[src/rtl/frame_byte_reader_pkg.sv]
// Shared widths and state encoding for the frame byte reader.
package frame_byte_reader_pkg;

   localparam int unsigned FRAME_BYTES = 16;
   localparam int unsigned BYTE_W      = 8;
   localparam int unsigned FRAME_W     = FRAME_BYTES * BYTE_W;

   typedef enum logic {
      ST_IDLE = 1'b0,
      ST_SEND = 1'b1
   } state_t;

endpackage

[src/rtl/frame_byte_reader.sv]
// Serialises a captured multi-byte frame into a byte stream, lowest byte
// first, with a one-hot select and last-byte flag; all outputs registered.
module frame_byte_reader
   import frame_byte_reader_pkg::*;
#(
   parameter int unsigned NUM_BYTES = FRAME_BYTES,
   parameter int unsigned BYTE_W    = frame_byte_reader_pkg::BYTE_W
) (
   input  logic                          clk,
   input  logic                          rst,
   input  logic [NUM_BYTES*BYTE_W-1:0]   frame_in,
   input  logic                          frame_valid,
   output logic                          frame_ready,
   output logic [BYTE_W-1:0]             byte_out,
   output logic                          byte_valid,
   input  logic                          byte_ready,
   output logic [NUM_BYTES-1:0]          byte_sel,
   output logic                          byte_last
);

   localparam int unsigned IDX_W  = (NUM_BYTES > 1) ? $clog2(NUM_BYTES) : 1;
   localparam int unsigned LAST_I = NUM_BYTES - 1;

   state_t                        state, state_n;
   logic [IDX_W-1:0]              idx, idx_n;
   logic [NUM_BYTES*BYTE_W-1:0]   shadow, shadow_n;
   logic                          frame_ready_n;
   logic                          byte_valid_n;
   logic [BYTE_W-1:0]             byte_out_n;
   logic [NUM_BYTES-1:0]          byte_sel_n;
   logic                          byte_last_n;

   // State and registered outputs
   always_ff @(posedge clk) begin
      if (rst) begin
         state       <= ST_IDLE;
         idx         <= '0;
         shadow      <= '0;
         frame_ready <= 1'b0;
         byte_valid  <= 1'b0;
         byte_out    <= '0;
         byte_sel    <= '0;
         byte_last   <= 1'b0;
      end else begin
         state       <= state_n;
         idx         <= idx_n;
         shadow      <= shadow_n;
         frame_ready <= frame_ready_n;
         byte_valid  <= byte_valid_n;
         byte_out    <= byte_out_n;
         byte_sel    <= byte_sel_n;
         byte_last   <= byte_last_n;
      end
   end

   // Next state; outputs are computed one cycle ahead so they leave registers
   always_comb begin
      state_n       = state;
      idx_n         = idx;
      shadow_n      = shadow;
      frame_ready_n = frame_ready;
      byte_valid_n  = byte_valid;
      byte_out_n    = byte_out;
      byte_sel_n    = byte_sel;
      byte_last_n   = byte_last;

      case (state)
         ST_IDLE: begin
            frame_ready_n = 1'b1;
            byte_valid_n  = 1'b0;
            byte_out_n    = '0;
            byte_sel_n    = '0;
            byte_last_n   = 1'b0;
            if (frame_valid && frame_ready) begin
               shadow_n      = frame_in;
               idx_n         = '0;
               state_n       = ST_SEND;
               frame_ready_n = 1'b0;
               byte_valid_n  = 1'b1;
               byte_out_n    = frame_in[BYTE_W-1:0];
               byte_sel_n    = NUM_BYTES'(1);
               byte_last_n   = (LAST_I == 0);
            end
         end
         ST_SEND: begin
            frame_ready_n = 1'b0;
            if (byte_valid && byte_ready) begin
               if (byte_last) begin
                  state_n       = ST_IDLE;
                  idx_n         = '0;
                  frame_ready_n = 1'b1;
                  byte_valid_n  = 1'b0;
                  byte_out_n    = '0;
                  byte_sel_n    = '0;
                  byte_last_n   = 1'b0;
               end else begin
                  idx_n       = IDX_W'(idx + 1'b1);
                  byte_out_n  = shadow[idx_n*BYTE_W +: BYTE_W];
                  byte_sel_n  = NUM_BYTES'(1) << idx_n;
                  byte_last_n = (idx_n == IDX_W'(LAST_I));
               end
            end
         end
         default: begin
            state_n = ST_IDLE;
         end
      endcase
   end

endmodule

[config.mk]
export PLATFORM = sky130hd
export DESIGN_NAME = frame_byte_reader
export DESIGN_NICKNAME = d
export VERILOG_FILES = /design/src/rtl/frame_byte_reader_pkg.sv /design/src/rtl/frame_byte_reader.sv
export SDC_FILE = /design/constraint.sdc
export NUM_CORES = 1
export LEC_CHECK = 0
export BUFFER_PORTS_ARGS = -buffer_cell sky130_fd_sc_hd__buf_2
export CAP_MARGIN = 20
export CELL_PAD_IN_SITES_DETAIL_PLACEMENT = 0
export CELL_PAD_IN_SITES_GLOBAL_PLACEMENT = 1
export CORE_ASPECT_RATIO = 1.75
export CORE_MARGIN = 4
export CORE_UTILIZATION = 43
export DETAILED_ROUTE_END_ITERATION = 6
export GPL_TIMING_DRIVEN = 0
export PLACE_DENSITY_LB_ADDON = 0.05
export SLEW_MARGIN = 30
export SYNTH_ARGS = -nofsm -noshare
export SYNTH_HDL_FRONTEND = slang
export SYNTH_SLANG_ARGS = --single-unit
[constraint.sdc]
create_clock -name clk -period 4.9 [get_ports clk]
set_input_delay 0.735 -clock clk [delete_from_list [all_inputs] [get_ports clk]]
set_output_delay 0.735 -clock clk [all_outputs]
set_load 0.01 [all_outputs]
### Word level (Yosys, flattened, before mapping)

Cells that the tools add are included.

* reduce and logical (&&, ||, !) cells: 5
* bitwise operators: 1
* shift-type cells: 2
* add/sub/neg operators: 1
* multiplexer cells: 26
* eq/ne operators: 4

Operators with widths (count)
* indexed part select 128 x 8 -> 8 bit: 1
* two-way mux 16 bit: 2
* one-hot mux 16 bit (2 select lines): 1
* two-way mux 8 bit: 3
* one-hot mux 8 bit (2 select lines): 1
* left shift 1 x 4 -> 16 bit, first input constant: 1
* two-way mux 4 bit: 3
* two-way mux 1 bit: 11
* one-hot mux 1 bit (2 select lines): 4
* one-hot mux 4 bit (2 select lines): 1
* AND reduction 2 bit: 3
* adder 4 x 1 -> 4 bit, second input constant: 1
* equality test 4 bit, second input constant: 1
* != test 2 bit, second input constant: 2
* logical AND 1 bit: 2
* != test 2 x 1 -> 1 bit, second input constant: 1
* inverter 1 bit: 1

* register bits: 160
* logic and storage cells: 47
* input port bits: 132
* output and inout bits: 27

### Logic depth before layout (Yosys ltp)

Gate-level depths: netlist of the first run.

* depth after elaboration: 5
* depth in mapped cells: 11
* depth with buffers taken out: 6

### Least setup slack after synthesis of the first run

No wires, ideal clock.

* kind: register to register
* from: reg idx[0]
* to: reg byte_out[0]
* clock period less this slack: 2615 ps
* setup time: 127 ps
* cell stages (with the launch flop): 12
* buffers on the path: 5
* data required time: 4773 ps
* arrival time: 2488 ps
* setup slack: 2285 ps
* cells stage by stage: dfxtp_1 buf_4 buf_4 buf_4 inv_1 ha_1 buf_6 buf_12 mux4_2 nand2_1 a21oi_1 or3_1

* cells in the longest elaborated chain, start to end: 5

Ends and longest elaborated chain
* start, declared: RTL line frame_byte_reader.sv:25 `logic [IDX_W-1:0] idx, idx_n;`
* start signal, assigned: RTL line frame_byte_reader.sv:46 `idx <= idx_n;`
* adder 4 x 1 -> 4 bit: RTL line frame_byte_reader.sv:97 `idx_n = IDX_W'(idx + 1'b1);`
* indexed part select 128 x 8 -> 8 bit: RTL line frame_byte_reader.sv:98 `byte_out_n = shadow[idx_n*BYTE_W +: BYTE_W];`
* two-way mux 8 bit: RTL line frame_byte_reader.sv:88 `if (byte_last) begin`
* two-way mux 8 bit: RTL line frame_byte_reader.sv:87 `if (byte_valid && byte_ready) begin`
* one-hot mux 8 bit (2 select lines): RTL line frame_byte_reader.sv:67 `case (state)`
* end signal, assigned: RTL line frame_byte_reader.sv:50 `byte_out <= byte_out_n;`
* end, declared: RTL line frame_byte_reader.sv:14 `output logic [BYTE_W-1:0] byte_out,`

Every way passes these cells. The select of a mux whose other input is x is not followed.
A chain may end at the register's enable or synchronous reset.

### Worst setup path in the final report of the first run

* from: reg idx[0]
* to: reg byte_out[4]

Same word-level chain as after synthesis.

==> flow_summary_export.csv, run 1 <==
group,metric,value,unit
run_status,run_status,"completed",
sta,tns,0,ps
layout,drive_above_1_share,0.243,
critical_path,cp_cell_sequence,"buf_4, buf_4, buf_4, inv_1, ha_1, buf_6, mux4_1, nand2_1, a21oi_1, or3_1",
power_and_ir_drop,max-vdd-ir-drop,0.215,mV
synthesis,synth_top_flop_cell,"dfxtp_1",
sta,worst_slack,1830,ps
cts,clock-root-buffer,"clkbuf_16",
power_and_ir_drop,switching_share,0.265,
floorplan,coreArea,15400,um^2
cts,clock_latency,420,ps
layout,stdcell_area,8390,um^2
route,firstDrtPassIters,4,
grt,grt_max_degree,17,
placed_design,dp_slack,1810,ps
cts,clk_pin_slew,60,ps
grt,grt_pass1_vias,6336,
sta,rsz0062_at_grt,"false",
route,drtIter0Drc,219,
grt,grt_pass1_wl,32700,um
critical_path,cp.buffers_inverters,5,
synthesis,yosysUniqueCellTypes,36,
floorplan,ios,159,
sta,min_period,3070,ps
power_and_ir_drop,power_frac_clock,0.430,
cts,cts_resized,0,
floorplan,dieHeight,174,um
floorplan,die_w,103,um
placed_design,portBuffers,157,
synthesis,postSynthCellCount,795,
hold_path,hold_path_class,"flop to flop",
placed_design,gp_congestion,0.858,
power_and_ir_drop,power_density,394,nW/um^2
synthesis,mappedNetlistNets,932,
sta,fmax,0.325,GHz
power_and_ir_drop,comb_power_share,0.133,
critical_path,startpoint_type,"flop",
route,antenna_left,0,
floorplan,initial_core_util,0.438,
cts,clock_sinks,160,
cts,cts_setup_buffers,0,
power_and_ir_drop,internal_power,2430,uW
grt,antenna_found_initial,0,
sta,skew,11.6,ps
synthesis,synthArstFlopShare,0,
sta,slew_headroom,0.510,
synthesis,ys_warn_count,0,
placed_design,place_hpwl,16700,um
placed_design,place_area,7760,um^2
critical_path,slowest_stage,"mux4_1",
layout,area_delta_synth_final,24.4,%
route,via_count,6183,
route,avgViaCountPerCell,5.28,
critical_path,crit_top_cell,"buf_4",
power_and_ir_drop,total_power,3300,uW
critical_path,cp.required,5200,ps
critical_path,critical_path.endpoint_type,"flop",
sta,slew_viol_final,0,
sta,setup_violations,0,
cts,cts_made_buffers,17,
synthesis,syn_avg_cell_area,8.48,um^2
synthesis,synth_edf_count,0,
sta,worst_pin_slew,735,ps
synthesis,syn-cell-area,6740,um^2
job,max_cap_viol_count,0,
cts,clk_path_buf_depth,2,
layout,nets,1108,
power_and_ir_drop,cellLeakagePower,0.00320,uW
power_and_ir_drop,power_frac_seq,0.437,
critical_path,worstPathArrival,3370,ps
critical_path,critPathKind,"flop to flop",
cts,holdBufCountCts,0,
critical_path,crit_family,"buffers and inverters",
synthesis,ys_ff_latch,160,
power_and_ir_drop,p_sw,875,uW
synthesis,seq_area_frac_synth,0.475,
cts,htree_num_levels,4,
floorplan,die-area,17800,um^2
cts,cts_tree,"yes",
sta,hold_ws,450,ps
grt,grt_usage,0.241,
sta,finalCritPeriodShare,0.627,
sta,finalHoldViolCount,0,
route,routedWlPerCell,18.1,um
route,drc_errors,0,
critical_path,crit_fanout,10,
layout,antenna_cells,0,
route,wirelength,21200,um
grt,grt-ovfl-total,0,
critical_path,worst_path_largest_cell_delay,690,ps
floorplan,row_count,60,
-- power groups by stage --
stage / clock [uW] / sequential (uW) / combinational (uW)
finish: 1420 / 1440 / 439
global route: 1490 / 1450 / 488
CTS: 1440 / 1440 / 441
detailed placement: 0 / 1470 / 439
global placement: 0 / 1470 / 430
floorplan: 0 / 1450 / 272
-- per-stage QoR --
step	utilization	std cells
after floorplan	-	795
after global placement	0.504	1138
after detailed placement	0.504	1138
after CTS	0.545	1170
after global routing	0.545	1170
final	0.545	1170
-- final timing paths --
kind	end	slack [ps]	cells after the start	from
setup / recovery	byte_out[4]	1830	10	idx[0]
hold reg to reg	shadow[127]	450	2	shadow[127]
hold / removal	shadow[127]	450	2	shadow[127]
setup reg to reg	byte_out[4]	1830	10	idx[0]
-- synthesized netlist by cell type (2+ instances only) --
cell,instances,share of area
mux2i_1,7,0.010
a21oi_1,152,0.11
buf_1,2,0.0011
buf_6,4,0.0067
nand2_1,294,0.16
inv_1,6,0.0033
mux4_2,30,0.10
nand3_1,4,0.0030
nor2_1,24,0.013
mux4_1,2,0.0078
xor2_1,2,0.0026
buf_2,7,0.0052
a22oi_1,15,0.017
or3_1,5,0.0046
and2_1,5,0.0046
nor2b_1,4,0.0037
buf_4,3,0.0033
ha_1,5,0.0093
or2_2,2,0.0019
a21bo_2,2,0.0030
dfxtp_1,160,0.48
nor3_1,2,0.0015
o22a_1,3,0.0039
clkbuf_1,43,0.024
-- layer usage --
metal,global-route usage,wire (um),vias to the layer above
met5,0,0,-
met4,0.126,988,0
met3,0.0375,938,49
met2,0.438,11600,178
met1,0.258,7670,2922
li1,-,-,3034
-- worst register-to-register path: cells and delay by family, from the launching register on --
family,cells,cell delay [ps]
AOI/OAI and AO/OA,1,70
buffers and inverters,5,1010
and+or+nand+nor,2,470
DFF,1,400
adders and majority gates,1,330
muxes,1,690
-- flip-flops by register name (all words and copies together) (netlist names) --
name and count:
shadow 128, idx 4, byte_out 8, byte_valid 1, byte_last 1, byte_sel 16, frame_ready 1, state 1
-- placed cells by master, fill, tap and decap left out, types with 2 or more instances in the layout --
cell type and n:
nor2b_1 4, a21oi_1 152, a21bo_2 2, dfxtp_1 160
clkinvlp_4 3, a22oi_1 15, xor2_1 2, clkbuf_1 45
and2_1 5, nand3_1 4, nand2_1 294, or3_1 5
bufinv_16 4, buf_2 164, inv_6 2, buf_1 2
clkinv_4 2, mux4_1 2, buf_6 4, or2_2 2
mux2i_1 7, inv_1 6, o22a_1 3, buf_4 3
nor2_1 24, ha_1 5, mux4_2 30, nor3_1 2
clkbuf_16 17
-- cell type report --
class | count | area (um^2)
multi-input combinational | 569 | 3220
fill | 1493 | 7000
clock buffer | 20 | 447
timing repair buffer | 157 | 786
buffer | 60 | 292
clock inverter | 12 | 183
sequential | 160 | 3200
tap | 186 | 233
inverter | 6 | 22.5
-- logic make-up (layout without fill, tap and decap cells) --
family                     Yosys count  count (layout)  synth area share
and+or+nand+nor                    345             345             0.202
AOI/OAI and AO/OA                  176             176             0.140
DFF                                160             160             0.475
buffers and inverters               66             255            0.0466
muxes                               39              39             0.118
adders and majority gates            5               5           0.00928
xor gates and xnor gates             4               4           0.00798
Power figures use the tool's default switching activity.
==> run 2: changes to the inputs <==
--- a/config.mk
+++ b/config.mk
@@ -11,7 +11,7 @@
 export CELL_PAD_IN_SITES_GLOBAL_PLACEMENT = 1
 export CORE_ASPECT_RATIO = 1.75
 export CORE_MARGIN = 4
-export CORE_UTILIZATION = 43
+export CORE_UTILIZATION = 36
 export DETAILED_ROUTE_END_ITERATION = 6
 export GPL_TIMING_DRIVEN = 0
 export PLACE_DENSITY_LB_ADDON = 0.05
==> constraint.sdc (replaced) <==
create_clock -name clk -period 2.5 [get_ports clk]
set_input_delay 0.375 -clock clk [delete_from_list [all_inputs] [get_ports clk]]
set_output_delay 0.375 -clock clk [all_outputs]
set_load 0.01 [all_outputs]
==> flow_summary_export.csv, run 2 (synthesized netlist as in run 1, its figures left out) <==
group,metric,value,unit
run_status,run_status,"completed",
floorplan,die-area,21100,um^2
layout,final_common_cell,"nand2_1",
route,drtIter0Drc,189,
critical_path,ff2ff_path_depth,10,
critical_path,worstPathArrival,2710,ps
route,via_count,6150,
sta,setup_violations,0,
placed_design,place_area,7840,um^2
layout,area_delta_synth_final,26.7,%
critical_path,crit_top_cell,"buf_12",
grt,grt_usage,0.209,
floorplan,ios,159,
critical_path,slowest_stage,"mux4_2",
route,avgViaCountPerCell,5.00,
sta,slew_viol_final,0,
critical_path,path_depth,10,
sta,finalCritPeriodShare,0.961,
layout,nets,1116,
layout,layout_common_cells,"nand2_1, buf_2, dfxtp_1, a21oi_1, clkbuf_1",
sta,min_period,2400,ps
sta,finalHoldViolCount,0,
floorplan,row_count,66,
job,max_cap_viol_count,0,
layout,antenna_cells,0,
placed_design,gp_congestion,0.808,
layout,drive_above_1_share,0.256,
power_and_ir_drop,power_density,735,nW/um^2
floorplan,dieHeight,189,um
layout,stdcell_area,8540,um^2
hold_path,worstHoldStart,"frame_in[35]",
cts,clock-root-buffer,"clkbuf_16",
critical_path,critPathKind,"flop to flop",
critical_path,cp.required,2810,ps
critical_path,crit_fanout,7,
cts,clk_pin_slew,70,ps
placed_design,place_hpwl,17500,um
sta,skew,7.69,ps
floorplan,initial_core_util,0.364,
layout,regMostFlops,"shadow",
sta,slew_headroom,0.518,
layout,multiInputGateArea,3230,um^2
layout,largest_reg_flops,128,
power_and_ir_drop,cellLeakagePower,0.00323,uW
floorplan,die_w,111,um
layout,nFillCells,1902,
layout,register_area,3210,um^2
cts,holdBufCountCts,0,
grt,grt_pass1_wl,33600,um
sta,worst_slack,97.8,ps
route,routedWlPerCell,18.0,um
grt,grt_max_degree,17,
critical_path,critical_path.endpoint_type,"flop",
sta,worst_pin_slew,724,ps
critical_path,cp.buffers_inverters,5,
power_and_ir_drop,max-vdd-ir-drop,0.340,mV
route,wirelength,22100,um
sta,fmax,0.416,GHz
grt,grt_pass1_vias,6302,
floorplan,coreArea,18500,um^2
critical_path,cp_cell_sequence,"buf_12, buf_12, buf_12, inv_4, ha_4, buf_4, mux4_2, nand2_1, a21oi_1, or3_1",
cts,clk_path_buf_depth,2,
route,antenna_left,0,
placed_design,dp_slack,-381,ps
critical_path,startpoint_type,"flop",
route,firstDrtPassIters,4,
critical_path,worst_path_largest_cell_delay,560,ps
sta,rsz0062_at_grt,"false",
grt,grt-ovfl-total,0,
critical_path,crit_family,"multiplexers",
hold_path,whs_path_depth,3,
cts,clock_sinks,160,
critical_path,rr_startpoint,"idx[0]",
placed_design,portBuffers,157,
hold_path,min_to,"shadow[35]",
cts,cts_tree,"yes",
route,drc_errors,0,
grt,antenna_found_initial,0,
cts,clock_latency,430,ps
critical_path,r2r_end,"byte_out[4]",
layout,reg_top3,"shadow (128), byte_sel (16), byte_out (8)",
cts,htree_num_levels,4,
critical_path,reg2reg_slack,100,ps
cts,cts_made_buffers,17,
hold_path,hold_path_class,"input pin to flop",
[run 2: cell types whose count changed in the layout (fill, tap and decap cells not counted), moves of 2 or more]
cell / delta
buf_12: +4
buf_4: +4
bufinv_16: -3
clkbuf_1: -2
clkinv_4: +3
inv_6: +2
mux4_1: -2
mux4_2: +2
[run 2: power breakdown]
group          internal, uW  leakage [uW]  switching [uW]
logic                   350       0.00166             540
registers              2720       0.00130             110
clock network          1440      0.000278            1120
total                  4510       0.00323            1770
[run 2: area by class of cell]
type                       count  share of cell area
inverter                       6             0.00293
sequential                   160               0.375
multi-input combinational    569               0.378
timing repair buffer         166               0.104
clock inverter                12              0.0145
buffer                        59              0.0373
tap                          238              0.0349
clock buffer                  20              0.0534
[run 2: worst max-delay path by stage]
stage	startpoint	to	slack (ps)
global placement	idx[0]	byte_out[3]	-370
floorplan	idx[0]	byte_out[0]	30
detailed placement	idx[0]	byte_out[3]	-380
CTS	idx[0]	byte_out[6]	30
finish	idx[0]	byte_out[4]	100
global route	idx[0]	byte_out[5]	5
[run 2: worst min-delay path, cell delays in order]
cell and delay [ps]:
buf_2 100, nand2_1 40, a21oi_1 50
[run 2: what timing repair did]
action                     CTS  global route
hold endpoints to repair     0             0
buffers inserted             7             1
setup endpoints to repair    9             7
pin swaps                    2             1
gates resized for setup     14             1
cloned                       1             0
[run 2: metrics by stage]
stage	instances	setup TNS [ps]	utilization	total power [uW]	hold slack [ps]
4_1_cts	1230	0	0.462	6340	164
6_report	1230	0	0.462	6280	177
3_5_place_dp	1190	-3490	0.424	3760	444
2_1_floorplan	795	0	-	3380	432
5_1_grt	1230	0	0.462	6530	170
3_3_place_gp	1190	-2780	0.424	3740	440
[run 2: per-layer routing]
layer / global-route usage / share of wire
met1: 0.217 / 0.37
met2: 0.403 / 0.56
met3: 0.0400 / 0.038
met4: 0.0876 / 0.031
met5: 0 / 0
